### src/rtl/wisc_pkg.sv
// Shared types and constants for the WISC fetch front end.
package wisc_pkg;

    localparam int unsigned DATA_W = 16;
    localparam int unsigned OP_HI  = 15;
    localparam int unsigned OP_LO  = 12;
    localparam logic [OP_HI-OP_LO:0] OP_HLT = 4'hF;

    typedef enum logic [1:0] {
        FS_REQ    = 2'd0,
        FS_WAIT   = 2'd1,
        FS_HOLD   = 2'd2,
        FS_HALTED = 2'd3
    } fetch_state_e;

    // One IF/ID payload: instruction word and the address following it.
    typedef struct packed {
        logic [DATA_W-1:0] instr;
        logic [DATA_W-1:0] pc_plus1;
    } ifid_t;

    function automatic logic is_hlt(input logic [DATA_W-1:0] word);
        return word[OP_HI:OP_LO] == OP_HLT;
    endfunction

endpackage

### src/rtl/instr_fetch_if.sv
// Instruction memory request/response bus between fetch (master) and memory (slave).
interface instr_fetch_if;
    import wisc_pkg::*;

    logic              imem_rd;
    logic [DATA_W-1:0] imem_addr;
    logic              imem_rdy;
    logic [DATA_W-1:0] imem_instr;

    modport master (
        output imem_rd,
        output imem_addr,
        input  imem_rdy,
        input  imem_instr
    );

    modport slave (
        input  imem_rd,
        input  imem_addr,
        output imem_rdy,
        output imem_instr
    );

endinterface

### src/rtl/if_hold_buf.sv
// One-entry skid buffer holding a fetched word while decode is stalled.
module if_hold_buf
    import wisc_pkg::*;
(
    input  logic  clk,
    input  logic  rst_n,
    input  logic  load_i,
    input  logic  clear_i,
    input  ifid_t data_i,
    output ifid_t data_o,
    output logic  full_o
);

    ifid_t data_q;
    logic  full_q;

    // Clear wins over load so a redirect always empties the entry.
    always_ff @(posedge clk or negedge rst_n) begin
        if (!rst_n) begin
            data_q <= '0;
            full_q <= 1'b0;
        end else if (clear_i) begin
            data_q <= '0;
            full_q <= 1'b0;
        end else if (load_i) begin
            data_q <= data_i;
            full_q <= 1'b1;
        end
    end

    assign data_o = data_q;
    assign full_o = full_q;

endmodule

### src/rtl/instr_fetch.sv
// Instruction fetch stage: single-outstanding memory requests, stall buffering,
// branch redirect with stale-response squashing, and HLT detection.
module instr_fetch
    import wisc_pkg::*;
#(
    parameter logic [DATA_W-1:0] RST_PC = 16'h0000
) (
    input  logic              clk,
    input  logic              rst_n,
    input  logic              stall,
    input  logic              br_taken,
    input  logic [DATA_W-1:0] br_target,
    instr_fetch_if.master     imem,
    output logic [DATA_W-1:0] pc,
    output logic [DATA_W-1:0] instr_out,
    output logic [DATA_W-1:0] pc_plus1,
    output logic              valid,
    output logic              fetch_halted
);

    fetch_state_e      state_q, state_d;
    logic [DATA_W-1:0] pc_q, pc_d;
    ifid_t             ifid_q, ifid_d;
    logic              valid_q, valid_d;
    logic              halted_q, halted_d;
    logic              stale_q, stale_d;
    logic              rd_c;

    logic              buf_load, buf_clear, buf_full;
    ifid_t             buf_q, fetched;
    logic [DATA_W-1:0] pc_inc;

    assign pc_inc  = pc_q + DATA_W'(1);
    assign fetched = '{instr: imem.imem_instr, pc_plus1: pc_inc};

    if_hold_buf u_hold_buf (
        .clk     (clk),
        .rst_n   (rst_n),
        .load_i  (buf_load),
        .clear_i (buf_clear),
        .data_i  (fetched),
        .data_o  (buf_q),
        .full_o  (buf_full)
    );

    always_ff @(posedge clk or negedge rst_n) begin
        if (!rst_n) state_q <= FS_REQ;
        else        state_q <= state_d;
    end

    always_comb begin
        state_d = state_q;
        case (state_q)
            FS_REQ:    if (!stall && !stale_q) state_d = FS_WAIT;
            FS_WAIT:   if (imem.imem_rdy) begin
                           if (stall)                            state_d = FS_HOLD;
                           else if (is_hlt(imem.imem_instr))     state_d = FS_HALTED;
                           else                                  state_d = FS_REQ;
                       end
            FS_HOLD:   if (!stall && buf_full)
                           state_d = is_hlt(buf_q.instr) ? FS_HALTED : FS_REQ;
            FS_HALTED: state_d = FS_HALTED;
            default:   state_d = FS_REQ;
        endcase
        if (br_taken) state_d = FS_REQ;
    end

    // No new request goes out while a squashed response is still in flight.
    always_comb begin
        rd_c      = 1'b0;
        pc_d      = pc_q;
        ifid_d    = ifid_q;
        valid_d   = valid_q;
        halted_d  = halted_q;
        stale_d   = stale_q;
        buf_load  = 1'b0;
        buf_clear = 1'b0;
        if (imem.imem_rdy) stale_d = 1'b0;
        case (state_q)
            FS_REQ: begin
                rd_c = !stall && !stale_q && !br_taken;
                if (!stall) valid_d = 1'b0;
            end
            FS_WAIT: begin
                rd_c = 1'b1;
                if (imem.imem_rdy) begin
                    pc_d = pc_inc;
                    if (stall) begin
                        buf_load = 1'b1;
                    end else begin
                        ifid_d   = fetched;
                        valid_d  = 1'b1;
                        halted_d = is_hlt(imem.imem_instr);
                    end
                end else if (!stall) begin
                    valid_d = 1'b0;
                end
            end
            FS_HOLD: begin
                if (!stall && buf_full) begin
                    ifid_d    = buf_q;
                    valid_d   = 1'b1;
                    buf_clear = 1'b1;
                    halted_d  = is_hlt(buf_q.instr);
                end
            end
            FS_HALTED: if (!stall) valid_d = 1'b0;
            default: ;
        endcase
        if (br_taken) begin
            pc_d      = br_target;
            valid_d   = 1'b0;
            buf_load  = 1'b0;
            buf_clear = 1'b1;
            halted_d  = 1'b0;
            if (state_q == FS_WAIT && !imem.imem_rdy) stale_d = 1'b1;
        end
    end

    always_ff @(posedge clk or negedge rst_n) begin
        if (!rst_n) begin
            pc_q     <= RST_PC;
            ifid_q   <= '0;
            valid_q  <= 1'b0;
            halted_q <= 1'b0;
            stale_q  <= 1'b0;
        end else begin
            pc_q     <= pc_d;
            ifid_q   <= ifid_d;
            valid_q  <= valid_d;
            halted_q <= halted_d;
            stale_q  <= stale_d;
        end
    end

    // Request is gated by reset so the bus is quiet while rst_n is low.
    assign imem.imem_rd   = rd_c & rst_n;
    assign imem.imem_addr = pc_q;
    assign pc             = pc_q;
    assign instr_out      = ifid_q.instr;
    assign pc_plus1       = ifid_q.pc_plus1;
    assign valid          = valid_q;
    assign fetch_halted   = halted_q;

endmodule

### src/flat_wrapper.sv
// flat-port wrapper written by rule: the top's interface ports become plain ports
module instr_fetch_flat import wisc_pkg::*;
#(
    parameter logic [DATA_W-1:0] RST_PC = 16'h0000
)
  (clk, rst_n, stall, br_taken, br_target, pc, instr_out, pc_plus1, valid, fetch_halted, imem_imem_rd, imem_imem_addr, imem_imem_rdy, imem_imem_instr);
  instr_fetch_if imem_i ();
  input  logic clk;
  input  logic rst_n;
  input  logic stall;
  input  logic br_taken;
  input  logic [DATA_W-1:0] br_target;
  output logic [DATA_W-1:0] pc;
  output logic [DATA_W-1:0] instr_out;
  output logic [DATA_W-1:0] pc_plus1;
  output logic valid;
  output logic fetch_halted;
  output wire logic [$bits(imem_i.imem_rd)-1:0] imem_imem_rd;
  output wire logic [$bits(imem_i.imem_addr)-1:0] imem_imem_addr;
  input wire logic [$bits(imem_i.imem_rdy)-1:0] imem_imem_rdy;
  input wire logic [$bits(imem_i.imem_instr)-1:0] imem_imem_instr;
  assign imem_imem_rd = imem_i.imem_rd;
  assign imem_imem_addr = imem_i.imem_addr;
  assign imem_i.imem_rdy = imem_imem_rdy;
  assign imem_i.imem_instr = imem_imem_instr;
  instr_fetch #(.RST_PC(RST_PC)) u_core (.clk(clk), .rst_n(rst_n), .stall(stall), .br_taken(br_taken), .br_target(br_target), .imem(imem_i), .pc(pc), .instr_out(instr_out), .pc_plus1(pc_plus1), .valid(valid), .fetch_halted(fetch_halted));
endmodule
### config.mk
export PLATFORM = sky130hd
export DESIGN_NAME = instr_fetch_flat
export DESIGN_NICKNAME = d
export VERILOG_FILES = /design/src/rtl/wisc_pkg.sv /design/src/rtl/instr_fetch_if.sv /design/src/rtl/if_hold_buf.sv /design/src/rtl/instr_fetch.sv /design/src/flat_wrapper.sv
export SDC_FILE = /design/constraint.sdc
export NUM_CORES = 1
export LEC_CHECK = 0
export ABC_AREA = 0
export BUFFER_PORTS_ARGS = -buffer_cell sky130_fd_sc_hd__buf_2
export CAP_MARGIN = 20
export CORE_MARGIN = 10
export CORE_UTILIZATION = 54
export CTS_CLUSTER_SIZE = 8
export DETAILED_ROUTE_END_ITERATION = 8
export PLACE_DENSITY = 0.78
export SLEW_MARGIN = 10
export SYNTH_ARGS = -nofsm -noshare
export SYNTH_HDL_FRONTEND = slang
export SYNTH_SLANG_ARGS = --single-unit
### constraint.sdc
create_clock -name clk -period 2.2 [get_ports clk]
set_input_delay 0.33 -clock clk [delete_from_list [all_inputs] [get_ports clk]]
set_output_delay 0.33 -clock clk [all_outputs]
set_load 0.03 [all_outputs]
# Word-level counts from Yosys, hierarchy flattened
# Index checks and enable logic that the tools add are counted.
[classes]
n_addsub = 1
n_reduce_logical = 20
n_mux = 41
n_bitwise = 1
n_eq_ne = 13
[ops]
columns = ["operator", "count"]
rows = [
  ["$mux W32", 5],
  ["$pmux W32 S2", 1],
  ["$mux W16", 3],
  ["$mux W1", 21],
  ["$add A16 B1 Y16 const B", 1],
  ["$mux W2", 7],
  ["$eq A4 B4 Y1 const B", 2],
  ["$pmux W2 S4", 1],
  ["$reduce_and A4 Y1", 2],
  ["$reduce_bool A2 Y1", 4],
  ["$ne A3 B2 Y1 const B", 2],
  ["$ne A3 B3 Y1 const B", 2],
  ["$eq A2 B2 Y1 const B", 2],
  ["$logic_and A1 B1 Y1", 4],
  ["$logic_not A1 Y1", 4],
  ["$ne A2 B2 Y1 const B", 2],
  ["$ne A4 B4 Y1 const B", 1],
  ["$pmux W1 S2", 2],
  ["$reduce_and A2 Y1", 2],
  ["$pmux W1 S3", 1],
  ["$reduce_and A3 Y1", 1],
  ["$reduce_bool A3 Y1", 1],
  ["$eq A2 B1 Y1 const B", 1],
  ["$logic_not A2 Y1", 1],
  ["3 further kinds", 3],
]
[word_totals]
in_bits = 37
register_bits = 86
out_inout_bits = 67

# Depth between registers and ports, before layout
# Gate-level depths: netlist of the first run.
[logic_depth]
word_depth = 6
mapped_depth = 8
mapped_depth_nobuf = 6

# Hierarchy
# From an unflattened synthesis of the first run, not the netlist that was laid out.
[hier_totals]
hier_cells = 465
area_unflattened_um2 = 4590.7
[modules_own_cells]
columns = ["module", "n_inst", "area_each_um2", "cells_per_inst", "seq_area_each_um2"]
rows = [
  ["instr_fetch", 1, 3228.1, 358, 1326.3],
  ["if_hold_buf", 1, 1362.6, 107, 825.8],
]

# Worst setup path after synthesis of the first run
# OpenSTA, ideal clock, no wires.
[synth_path]
path_type = "reg-to-reg"
startpoint = "register u_core.pc_q[0] (netlist: u_core.imem.imem_addr[0])"
endpoint = "register u_core.u_hold_buf.data_q, in the netlist u_core.u_hold_buf.data_o[10]"
arrival_ns = 1.802
setup_ns = 0.094
path_slack_ns = 0.304
required_ns = 2.106
path_stages_with_launch = 7
path_cell_list = "dfrtp_1 -> ha_1 -> nand3_2 -> buf_4 -> nor4_4 -> nor2_1 -> a211oi_1"
[synth_via]
elab_chain_cells = 3
[synth_lines]
columns = ["element", "line_no", "source"]
rows = [
  ["start: declaration", "instr_fetch.sv:22", "logic [DATA_W-1:0] pc_q, pc_d;"],
  ["start signal: assignment", "instr_fetch.sv:128", "pc_q <= pc_d;"],
  ["$add A16 B1 Y16", "instr_fetch.sv:33", "assign pc_inc = pc_q + DATA_W'(1);"],
  ["$mux W32", "if_hold_buf.sv:25", "end else if (load_i) begin"],
  ["$mux W32", "if_hold_buf.sv:22", "end else if (clear_i) begin"],
  ["end signal: assignment", "if_hold_buf.sv:26", "data_q <= data_i;"],
  ["end: declaration", "if_hold_buf.sv:14", "ifid_t data_q;"],
]
# Every way passes these cells. The select of a mux whose other input is x is not followed.
# A chain may end at the register's enable or synchronous reset.

# Final worst setup path of the first run
[layout_path]
startpoint = "register u_core.state_q[1]"
endpoint = "register u_core.ifid_q, in the netlist u_core.pc_plus1[4]"
[layout_via]
elab_chain_cells = 3
[layout_lines]
columns = ["element", "line_no", "source"]
rows = [
  ["start: declaration", "instr_fetch.sv:21", "fetch_state_e state_q, state_d;"],
  ["start signal: assignment", "instr_fetch.sv:48", "else state_q <= state_d;"],
  ["$eq A2 B2 Y1 / $eq A2 B1 Y1 (equally long branches)", "instr_fetch.sv:79", "case (state_q)"],
  ["$ne A2 B1 Y1 (no line) (tied with other cells)", "n/a", ""],
  ["$reduce_and A4 Y1 (no line)", "n/a", ""],
  ["end signal: assignment", "instr_fetch.sv:129", "ifid_q <= ifid_d;"],
  ["end: declaration", "instr_fetch.sv:23", "ifid_t ifid_q, ifid_d;"],
]
# Parallel ways exist; a longest one is shown, timed or not.

==> qor.log, run 1 <==
[timing] setup repair after global routing missed its margin true
[clock_tree] source-to-sink clock delay at the later pin of the worst-skew pair 0.36 ns
[timing] number of pins exceeding their max-slew limit in the final report 0
[floorplan] count of pins on the block boundary 104
[setup_path] master of the slowest instance on the critical path or4_2
[run_status] run status finished, final reports clean
[synthesis] Syn. warnings 0
[grt] gr usage total 18.2%
[synthesis] Netlist Area Pre-Place 4580 µm²
[setup_path] Setup Crit Path Kind flip-flop to flip-flop
[timing] measured slew at the worst slew-check pin 0.514 ns
[floorplan] height of the die 112 µm
[routing] antenna-violating nets left 0
[final_layout] share of post-route cells with drive strength above 1 29.7%
[final_layout] most frequent cells in the layout buf_2 (102), nand2_1 (91), dfrtp_1 (86)
[setup_path] start of the worst register-to-register path u_core.state_q[1]$_DFFE_PN0P_
[grt] initial antenna violation count 0
[setup_path] Req. time, crit path 2.51 ns
[grt] grt ovf 0
[place] routability congestion estimate 0.873
[setup_path] ordered list of cells on the worst path inv_1 -> ha_1 -> nor2_1 -> or4_2 -> buf_4 -> a211oi_1 -> a21o_1
[clock_tree] total CTS buffers 9
[routing] DRT Pass-1 Iters 4
[clock_tree] cts-stage hold buffer count 0
[final_layout] most common cell after layout, fill and taps aside buf_2
[timing] crit share post-route 96.7%
[final_layout] Area Overhead vs Synth 15.9%
[grt] maximum number of pins on one net before global-route repair 87
[place] post-detailed-placement half-perimeter wirelength 8.41 mm
[synthesis] proportion of netlist area held by the largest area contributor 47.0%
[floorplan] Die Footprint 12600 µm²
[run] max-capacitance violation count 0
[synthesis] number of enable-type register cells in the synthesized netlist 0
[timing] maximum clock rate 470 MHz
[floorplan] core box area 8220 µm²
[min_path] worst min path class input pin to async pin
[setup_path] largest stage delay on the critical path 0.66 ns
[setup_path] critical path's top delay family simple AND/OR/NAND/NOR gates
[synthesis] register area share after synthesis 47.0%
[setup_path] endpoint class of the critical path flip-flop
[final_layout] number of diodes added for antenna fixing 0
[power_and_ir_drop] Power per Cell Area 980 nW/µm²
[final_layout] combined flip-flop and latch cell area 2150 µm²
[timing] Final min period 2.13 ns
[routing] detailed-route DRC error count 0
[timing] Hold Violations, Final 0
[routing] wire length reported by the detailed router 11.5 mm
[routing] initial detailed-routing violation count 184
[setup_path] CP Launch Type flip-flop
[setup_path] crit path launch u_core.state_q[1]$_DFFE_PN0P_
[setup_path] highest fanout seen on the critical path 18
[synthesis] Avg Inst Size Synth 9.57 µm²
[grt] vias in the first global route 3699
[final_layout] area of the multi-input gates 2110 µm²
[clock_tree] CTS H-Tree Depth 3
[timing] final setup margin 0.0717 ns
[setup_path] Crit path buffers/inverters 2
[synthesis] async set-or-reset flop fraction in the synthesized netlist 100%
[place] number of I/O port buffers 103
[clock_tree] clock-pin transition on the worst setup and hold timing paths 0.09 ns
[power_and_ir_drop] largest vdd supply drop 0.376 mV
[clock_tree] clock sink count 86
[synthesis] flip-flop cell with the highest count after synthesis dfrtp_1
[timing] Slew HR 64.8%
[floorplan] die boundary width 112 µm
[routing] routed via count divided by cell count 5.58
[final_layout] Core Util, Final 64.5%
[synthesis] post-synth top area cell dfrtp_1
[clock_tree] clock root buffer clkbuf_8
[power_and_ir_drop] leak pwr 2.38 nW
[final_layout] count of fill cells added during filler insertion 677
[synthesis] count of distinct cell types in the synthesized netlist 51
[floorplan] Site Rows 33
[timing] count of endpoints failing setup in the final report 0
[place] worst-case setup slack after placement -0.107 ns
[timing] worst hold-check slack 0.0116 ns
[synthesis] Cells after Synth 478
[synthesis] biggest area contributors in the synthesized netlist dfrtp_1 (47%), nand2_1 (7.5%), mux2i_1 (4.4%)
[routing] total vias in the final route 3747
[final_layout] number of nets in the layout 603
[grt] first-pass GRT wire length 19.1 mm
[floorplan] Initial Utilization 55.7%
[synthesis] Net Count, Synth 520
[routing] routed length per instance 17.1 µm
[clock_tree] maximum buffer depth of the clock tree 2
[timing] setup clock skew after layout 0.00948 ns
[synthesis] Yosys reg bits 86
[setup_path] worst endpoint data arrival time 2.44 ns
[clock_tree] clock tree from TritonCTS built
-- through the flow --
step           power [mW]  TNS (ns)  cell area (µm²)  cells
6_report             5.19         0             5300    671
5_1_grt              5.50    -0.220             5300    671
4_1_cts              5.24         0             5290    671
3_5_place_dp         4.20    -0.172             5110    655
3_3_place_gp         4.14         0             5110    655
2_1_floorplan        3.54         0             4580    478
-- final timing paths --
kind / endpoint / depth (start not counted) / slack, ns
worst max-delay path: u_core.pc_plus1[4]$_DFFE_PN0P_ / 7 / 0.07
worst min-delay path: u_core.imem.imem_addr[11]$_DFFE_PN0P_ / 2 / 0.01
worst max register to register: u_core.pc_plus1[4]$_DFFE_PN0P_ / 7 / 0.07
worst min register to register: u_core.instr_out[6]$_DFFE_PN0P_ / 2 / 0.48
max in group asynchronous: u_core.instr_out[11]$_DFFE_PN0P_ / 2 / 1.82
min in group clk: u_core.imem.imem_addr[0]$_DFFE_PN0P_ / 3 / 0.17
-- sequential cells by signal (all words and copies together) (netlist names), 2 cells and up --
signal and cells:
u_core.pc_plus1 16, u_core.u_hold_buf.data_o 32, u_core.imem.imem_addr 16, u_core.state_q 2, u_core.instr_out 16
-- area by class of cell --
cell class                      instances  share of cell area, %
Multi-Input combinational cell        334                   39.9
Tap cell                              105                   2.48
Timing Repair Buffer                  125                   13.2
Sequential cell                        86                   40.6
Clock buffer                           10                   2.60
Inverter                                5                  0.378
Clock inverter                          6                  0.873
-- kinds of logic after synthesis --
logic type / after synthesis / synth area share [%]
flops: 86 / 47.0
mux: 20 / 4.38
xor+xnor: 23 / 4.40
simple gates: 179 / 21.3
buf+inv: 58 / 6.97
compound gates: 107 / 14.5
fa+ha+maj: 5 / 1.37
-- synth_stat cells (2+ instances only) --
master    count
o21ai_0      24
buf_2        17
nor2b_1       4
nand4_1       6
nor4_4        7
nand3_2       2
o31a_1        4
a211oi_1     11
nand2b_1      2
nand2_1      91
a21oi_1      26
nand3_1      11
buf_4        17
o31ai_1       2
xnor2_1      17
mux2i_1      20
nor3_1        7
buf_1         3
nor4_1        3
dfrtp_1      86
xor2_1        6
a211oi_2      3
o211ai_1      7
nor2_1       31
ha_1          5
inv_1         4
nand4_2       2
a21o_1        3
o21ai_2       2
buf_6         2
o21ai_1      17
clkbuf_1     13
nor4_2        5
-- what timing repair did --
item | CTS | global route
gates resized for setup | 1 | 3
endpoints found under the setup margin | 2 | 10
buffers inserted | 0 | 0
hold endpoints to repair | 0 | 0
pin swaps | 0 | 0
cloned | 0 | 0
-- metal layers --
metal  track usage, %  vias to the layer above  part of all wire [%]
met4             4.31                        0                  0.84
met3             6.02                        7                   6.2
li1                 -                     1812                     -
met1             22.3                     1849                    42
met2             30.5                       79                    51
met5                0                        -                     0
-- report_power, final --
group	switching [mW]	internal, mW
sequential	0.244	1.93
combinational	1.38	0.580
clock	0.609	0.447
Power figures use the tool's default switching activity.
==> inputs of run 2 (changes only) <==
--- a/config.mk
+++ b/config.mk
@@ -9,10 +9,10 @@
 export BUFFER_PORTS_ARGS = -buffer_cell sky130_fd_sc_hd__buf_2
 export CAP_MARGIN = 20
 export CORE_MARGIN = 10
-export CORE_UTILIZATION = 54
+export CORE_UTILIZATION = 59
 export CTS_CLUSTER_SIZE = 8
 export DETAILED_ROUTE_END_ITERATION = 8
-export PLACE_DENSITY = 0.78
+export PLACE_DENSITY = 0.84
 export SLEW_MARGIN = 10
 export SYNTH_ARGS = -nofsm -noshare
 export SYNTH_HDL_FRONTEND = slang
==> constraint.sdc (replaced) <==
create_clock -name clk -period 2.7 [get_ports clk]
set_input_delay 0.405 -clock clk [delete_from_list [all_inputs] [get_ports clk]]
set_output_delay 0.405 -clock clk [all_outputs]
set_load 0.03 [all_outputs]
==> run 2 against run 1 <==
- core utilization is 4.0 points higher
- flip-flop and latch count stayed put
- largest power group unchanged
- worst setup slack better by 0.19 ns
- highest routed layer unchanged
- clock power is 9% lower
- largest cell class unchanged
==> qor.log, run 2 (same netlist as run 1, synthesis figures left out) <==
[routing] routed via count divided by cell count 5.82
[place] routability congestion estimate 0.860
[power_and_ir_drop] largest vdd supply drop 0.356 mV
[floorplan] count of pins on the block boundary 104
[timing] Total Neg Setup Slack 0 ns
[clock_tree] clock root buffer clkbuf_8
[floorplan] core box area 7650 µm²
[final_layout] Core Util, Final 68.5%
[final_layout] number of diodes added for antenna fixing 0
[place] dpl cells 641
[grt] maximum number of pins on one net before global-route repair 87
[clock_tree] clock tree from TritonCTS built
[routing] wire length reported by the detailed router 11.3 mm
[grt] grt ovf 0
[power_and_ir_drop] leak pwr 2.35 nW
[timing] crit share post-route 90.4%
[floorplan] Die Footprint 11700 µm²
[timing] setup repair after global routing missed its margin false
[floorplan] height of the die 108 µm
[setup_path] Req. time, crit path 3.01 ns
[timing] maximum clock rate 410 MHz
[timing] count of endpoints failing setup in the final report 0
[routing] detailed-route DRC error count 0
[clock_tree] clock-pin transition on the worst setup and hold timing paths 0.09 ns
[timing] Hold Violations, Final 0
[setup_path] endpoint class of the critical path flip-flop
[routing] DRT Pass-1 Iters 4
[final_layout] most common cell after layout, fill and taps aside buf_2
[place] cell area reported after detailed placement 5020 µm²
[routing] total vias in the final route 3824
[grt] initial antenna violation count 0
[run_status] run status finished, final reports clean
[setup_path] start of the worst register-to-register path u_core.state_q[1]$_DFFE_PN0P_
[setup_path] highest fanout seen on the critical path 56
[timing] setup clock skew after layout 0.0116 ns
[floorplan] Site Rows 32
[final_layout] share of post-route cells with drive strength above 1 28.1%
[grt] vias in the first global route 3785
[place] number of I/O port buffers 103
[timing] Slew HR 54.2%
[final_layout] Layout Cell Area excl Fill 5240 µm²
[clock_tree] clock sink count 86
[setup_path] cell count of the worst reg-to-reg path 8
[min_path] worst min path class input pin to async pin
[routing] initial detailed-routing violation count 305
[timing] number of pins exceeding their max-slew limit in the final report 0
[floorplan] die boundary width 108 µm
[clock_tree] Post-CTS Setup Repair Bufs 0
[floorplan] Initial Utilization 59.8%
[setup_path] capture instance of the worst register-to-register path u_core.pc_plus1[3]$_DFFE_PN0P_
[run] max-capacitance violation count 0
[setup_path] CP Launch Type flip-flop
[timing] measured slew at the worst slew-check pin 0.687 ns
[grt] first-pass GRT wire length 18.8 mm
[setup_path] slack of the worst reg-to-reg path 0.26 ns
[timing] Final min period 2.44 ns
[final_layout] final standard cell count with taps included and fillers excluded 657
[routing] antenna-violating nets left 0
[power_and_ir_drop] Power per Cell Area 826 nW/µm²
[clock_tree] maximum buffer depth of the clock tree 2
[final_layout] max FFs per register 32
[grt] gr usage total 19.8%
[setup_path] Setup Crit Path Kind flip-flop to flip-flop
[final_layout] Area Overhead vs Synth 14.5%
[final_layout] most frequent cells in the layout buf_2 (102), nand2_1 (91), dfrtp_1 (86)
[clock_tree] CTS H-Tree Depth 3
[clock_tree] total CTS buffers 9
[place] post-detailed-placement half-perimeter wirelength 7.91 mm
[routing] routed length per instance 17.3 µm
[clock_tree] source-to-sink clock delay at the later pin of the worst-skew pair 0.36 ns
[setup_path] worst endpoint data arrival time 2.75 ns
[final_layout] number of nets in the layout 592
-- run 2: changes by cell type in the layout (fill, tap and decap cells not counted), sizes merged --
cell,previous run,this run
buf,125,114
bufinv,0,1
clkbuf,10,9
clkinv,4,2
inv,5,7
-- run 2: worst max-delay path: stages, from the launching register on --
cell	delay [ns]
dfrtp_1	0.41
inv_1	0.08
ha_1	0.27
buf_4	0.19
nor2b_1	0.14
or4_2	0.53
buf_4	0.31
a211oi_1	0.32
a21o_1	0.11
-- run 2: per-layer routing --
| layer | part of all wire [%] | track usage, % |
|---|---|---|
| met1 | 42 | 25.8 |
| met2 | 51 | 32.2 |
| met3 | 7.1 | 5.65 |
| met4 | 0.47 | 3.91 |
| met5 | 0 | 0 |
-- run 2: report_power, final --
group          internal, mW  total (mW)  switching [mW]  leakage, nW
registers              1.58        1.78           0.203         1.12
clock network         0.450       0.967           0.518        0.105
logic                 0.455        1.58            1.12         1.12
-- run 2: what timing repair did --
item / 4_1_cts / 5_1_grt
resized for setup: 0 / 1
hold buffers: 0 / 0
endpoints found under the setup margin: 0 / 1
-- run 2: worst max path at each step --
stage / slack (ns) / cells after the start / start / endpoint
final: 0.26 / 8 / u_core.state_q[1]$_DFFE_PN0P_ / u_core.pc_plus1[3]$_DFFE_PN0P_
after global placement: 0.42 / 7 / u_core.state_q[0]$_DFFE_PN0P_ / u_core.state_q[0]$_DFFE_PN0P_
after floorplan: 0.80 / 6 / u_core.imem.imem_addr[0]$_DFFE_PN0P_ / u_core.u_hold_buf.data_o[10]$_DFFE_PN0P_
after CTS: 0.25 / 8 / u_core.state_q[1]$_DFFE_PN0P_ / u_core.pc_plus1[3]$_DFFE_PN0P_
after global routing: 0.10 / 8 / u_core.state_q[1]$_DFFE_PN0P_ / u_core.pc_plus1[4]$_DFFE_PN0P_
after detailed placement: 0.27 / 8 / u_core.state_q[1]$_DFFE_PN0P_ / u_core.pc_plus1[3]$_DFFE_PN0P_
-- run 2: layout make-up --
class	instances	area, µm²
Timing Repair Buffer	114	613
Clock inverter	7	91.3
Fill cell	590	2410
Inverter	5	22.5
Multi-Input combinational cell	334	2110
Sequential cell	86	2150
Tap cell	102	128
Clock buffer	9	124
-- run 2: through the flow --
step                      hold WS [ns]  setup slack, ns  total power, mW
after floorplan                  0.109            0.804             2.88
after global placement           0.456            0.425             3.35
after detailed placement         0.465            0.272             3.39
after CTS                        0.112            0.252             4.35
after global routing             0.101            0.103             4.57
final                           0.0709            0.259             4.33
==> inputs of run 3 (changes only) <==
--- a/config.mk
+++ b/config.mk
@@ -6,7 +6,7 @@
 export NUM_CORES = 1
 export LEC_CHECK = 0
 export ABC_AREA = 0
-export BUFFER_PORTS_ARGS = -buffer_cell sky130_fd_sc_hd__buf_2
+export BUFFER_PORTS_ARGS = -buffer_cell sky130_fd_sc_hd__buf_4
 export CAP_MARGIN = 20
 export CORE_MARGIN = 10
 export CORE_UTILIZATION = 59
==> run 3 against run 2 <==
- non-clock buffer count grew 1
- routed wire length up 0.57%
- critical path type unchanged
- clock power decreased by 2.3%
- sequential power barely moved
- clock skew shrank 0.0027 ns
- die area unchanged
- via count shrank 1.8%
==> qor.log, run 3 (same netlist as run 1, synthesis figures left out) <==
[run_status] run status finished, final reports clean
[clock_tree] maximum buffer depth of the clock tree 2
[clock_tree] clock tree from TritonCTS built
[power_and_ir_drop] largest vdd supply drop 0.371 mV
[floorplan] die boundary width 108 µm
[floorplan] core box area 7650 µm²
[setup_path] cell count of the worst reg-to-reg path 7
[grt] grt ovf 0
[routing] detailed-route DRC error count 0
[routing] antenna-violating nets left 0
[grt] GRT met2 Usage 31.9%
[final_layout] max FFs per register 32
[final_layout] number of diodes added for antenna fixing 0
[power_and_ir_drop] total power consumption of the routed design 4.49 mW
[final_layout] most common cell after layout, fill and taps aside buf_4
[timing] Hold Violations, Final 0
[timing] measured slew at the worst slew-check pin 0.690 ns
[final_layout] number of nets in the layout 593
[setup_path] master of the slowest instance on the critical path buf_4
[timing] number of pins exceeding their max-slew limit in the final report 0
[power_and_ir_drop] Power per Cell Area 819 nW/µm²
[floorplan] Initial Utilization 59.8%
[place] post-detailed-placement half-perimeter wirelength 8.12 mm
[timing] setup clock skew after layout 0.00891 ns
[grt] met1 routing resource usage after global routing 26.4%
[setup_path] worst endpoint data arrival time 2.69 ns
[clock_tree] clock sink count 86
[setup_path] capture instance of the worst register-to-register path u_core.state_q[0]$_DFFE_PN0P_
[setup_path] Setup Crit Path Kind flip-flop to flip-flop
[timing] crit share post-route 90.0%
[place] dpl cells 641
[timing] setup repair after global routing missed its margin false
[grt] most crowded layer after global routing met2
[final_layout] most frequent cells in the layout buf_4 (114), nand2_1 (91), dfrtp_1 (86)
[grt] Global Route met3 Usage 4.46%
[setup_path] Req. time, crit path 2.96 ns
[setup_path] slack of the worst reg-to-reg path 0.27 ns
[final_layout] Area Overhead vs Synth 19.7%
[timing] maximum clock rate 411 MHz
[routing] routed via count divided by cell count 5.71
[timing] Final min period 2.43 ns
[run] max-capacitance violation count 0
[grt] maximum number of pins on one net before global-route repair 55
[timing] Slew HR 54.0%
[floorplan] count of pins on the block boundary 104
[clock_tree] clock-pin transition on the worst setup and hold timing paths 0.09 ns
[timing] Total Neg Setup Slack 0 ns
[grt] vias in the first global route 3763
[setup_path] start of the worst register-to-register path u_core.state_q[0]$_DFFE_PN0P_
[floorplan] Site Rows 32
[grt] initial antenna violation count 0
[clock_tree] clock root buffer clkbuf_8
[place] number of I/O port buffers 103
[timing] count of endpoints failing setup in the final report 0
[min_path] end point of the most critical hold path u_core.imem.imem_addr[4]$_DFFE_PN0P_
[setup_path] CP Launch Type flip-flop
[setup_path] largest stage delay on the critical path 0.45 ns
[final_layout] share of post-route cells with drive strength above 1 27.9%
[floorplan] Die Footprint 11700 µm²
[clock_tree] total CTS buffers 9
[min_path] cell depth of the worst hold path 3
[grt] gr usage total 20.0%
[routing] total vias in the final route 3755
[setup_path] ordered list of cells on the worst path inv_1 -> ha_2 -> buf_4 -> clkinv_1 -> o221ai_1 -> nor4_1 -> a211oi_1
[setup_path] endpoint class of the critical path flip-flop
[routing] routed length per instance 17.3 µm
[clock_tree] source-to-sink clock delay at the later pin of the worst-skew pair 0.36 ns
[final_layout] final standard cell count with taps included and fillers excluded 658
[clock_tree] # resized after CTS 0
[clock_tree] CTS H-Tree Depth 3
[floorplan] height of the die 108 µm
[setup_path] highest fanout seen on the critical path 33
[grt] first-pass GRT wire length 19.1 mm
[power_and_ir_drop] leak pwr 2.41 nW
[routing] wire length reported by the detailed router 11.4 mm
[routing] initial detailed-routing violation count 310
[place] routability congestion estimate 0.833
[routing] DRT Pass-1 Iters 4
[min_path] Hold Startpoint br_target[4]
[min_path] worst min path class input pin to flip-flop
[run 3: changes by cell type in the layout (fill, tap and decap cells not counted), sizes merged]
cell | before | now
clkinv | 2 | 3
clkinvlp | 2 | 1
dlygate4sd3 | 0 | 1
[run 3: per-layer routing]
| layer | share of wire [%] | wire (µm) | vias up |
|---|---|---|---|
| met5 | 0 | 0 | - |
| met4 | 1.7 | 191 | 0 |
| met3 | 7.7 | 873 | 17 |
| met2 | 50 | 5700 | 125 |
| met1 | 41 | 4650 | 1823 |
| li1 | - | - | 1790 |
[run 3: critical path, delay by kind of cell, from the launching register on]
kind,cells,cell delay [ns]
DFF,1,0.41
and+or+nand+nor,1,0.09
AOI/OAI and AO/OA,2,0.62
adders and majority gates,1,0.28
buffers and inverters,3,0.94
[run 3: per-stage QoR]
step                      setup slack, ns  utilization, %  instance area, µm²  hold WS, ns
final                               0.270            71.6                5480        0.245
after global routing               0.0540            71.6                5480        0.249
after CTS                           0.306            71.6                5480        0.248
after detailed placement            0.326            68.8                5260        0.369
after global placement              0.426            68.8                5260        0.364
after floorplan                     0.804               -                4580        0.109
[run 3: cell type report]
class | instances | area, µm²
Clock buffer | 9 | 124
Clock inverter | 7 | 80.1
Fill cell | 578 | 2170
Inverter | 5 | 18.8
Multi-Input combinational cell | 334 | 2110
Sequential cell | 86 | 2150
Tap cell | 102 | 128
Timing Repair Buffer | 115 | 866
[run 3: where the power goes]
part / switching, mW / internal (mW)
clock: 0.505 / 0.441
sequential: 0.224 / 1.58
combinational: 1.11 / 0.629
total: 1.84 / 2.65
[run 3: worst max path at each step]
stage | cells past startpoint | start | slack (ns) | to
after floorplan | 6 | u_core.imem.imem_addr[0]$_DFFE_PN0P_ | 0.80 | u_core.u_hold_buf.data_o[10]$_DFFE_PN0P_
after global placement | 7 | u_core.state_q[0]$_DFFE_PN0P_ | 0.43 | u_core.state_q[0]$_DFFE_PN0P_
after detailed placement | 7 | u_core.state_q[0]$_DFFE_PN0P_ | 0.33 | u_core.state_q[0]$_DFFE_PN0P_
after CTS | 7 | u_core.state_q[0]$_DFFE_PN0P_ | 0.31 | u_core.state_q[0]$_DFFE_PN0P_
after global routing | 7 | u_core.state_q[0]$_DFFE_PN0P_ | 0.05 | u_core.state_q[1]$_DFFE_PN0P_
final | 7 | u_core.state_q[0]$_DFFE_PN0P_ | 0.27 | u_core.state_q[0]$_DFFE_PN0P_
[run 3: repair_timing]
action / CTS / global route
hold endpoints to repair: 32 / 0
hold buffers: 1 / 0
setup buffers: 0 / 0
setup endpoints to repair: 0 / 0
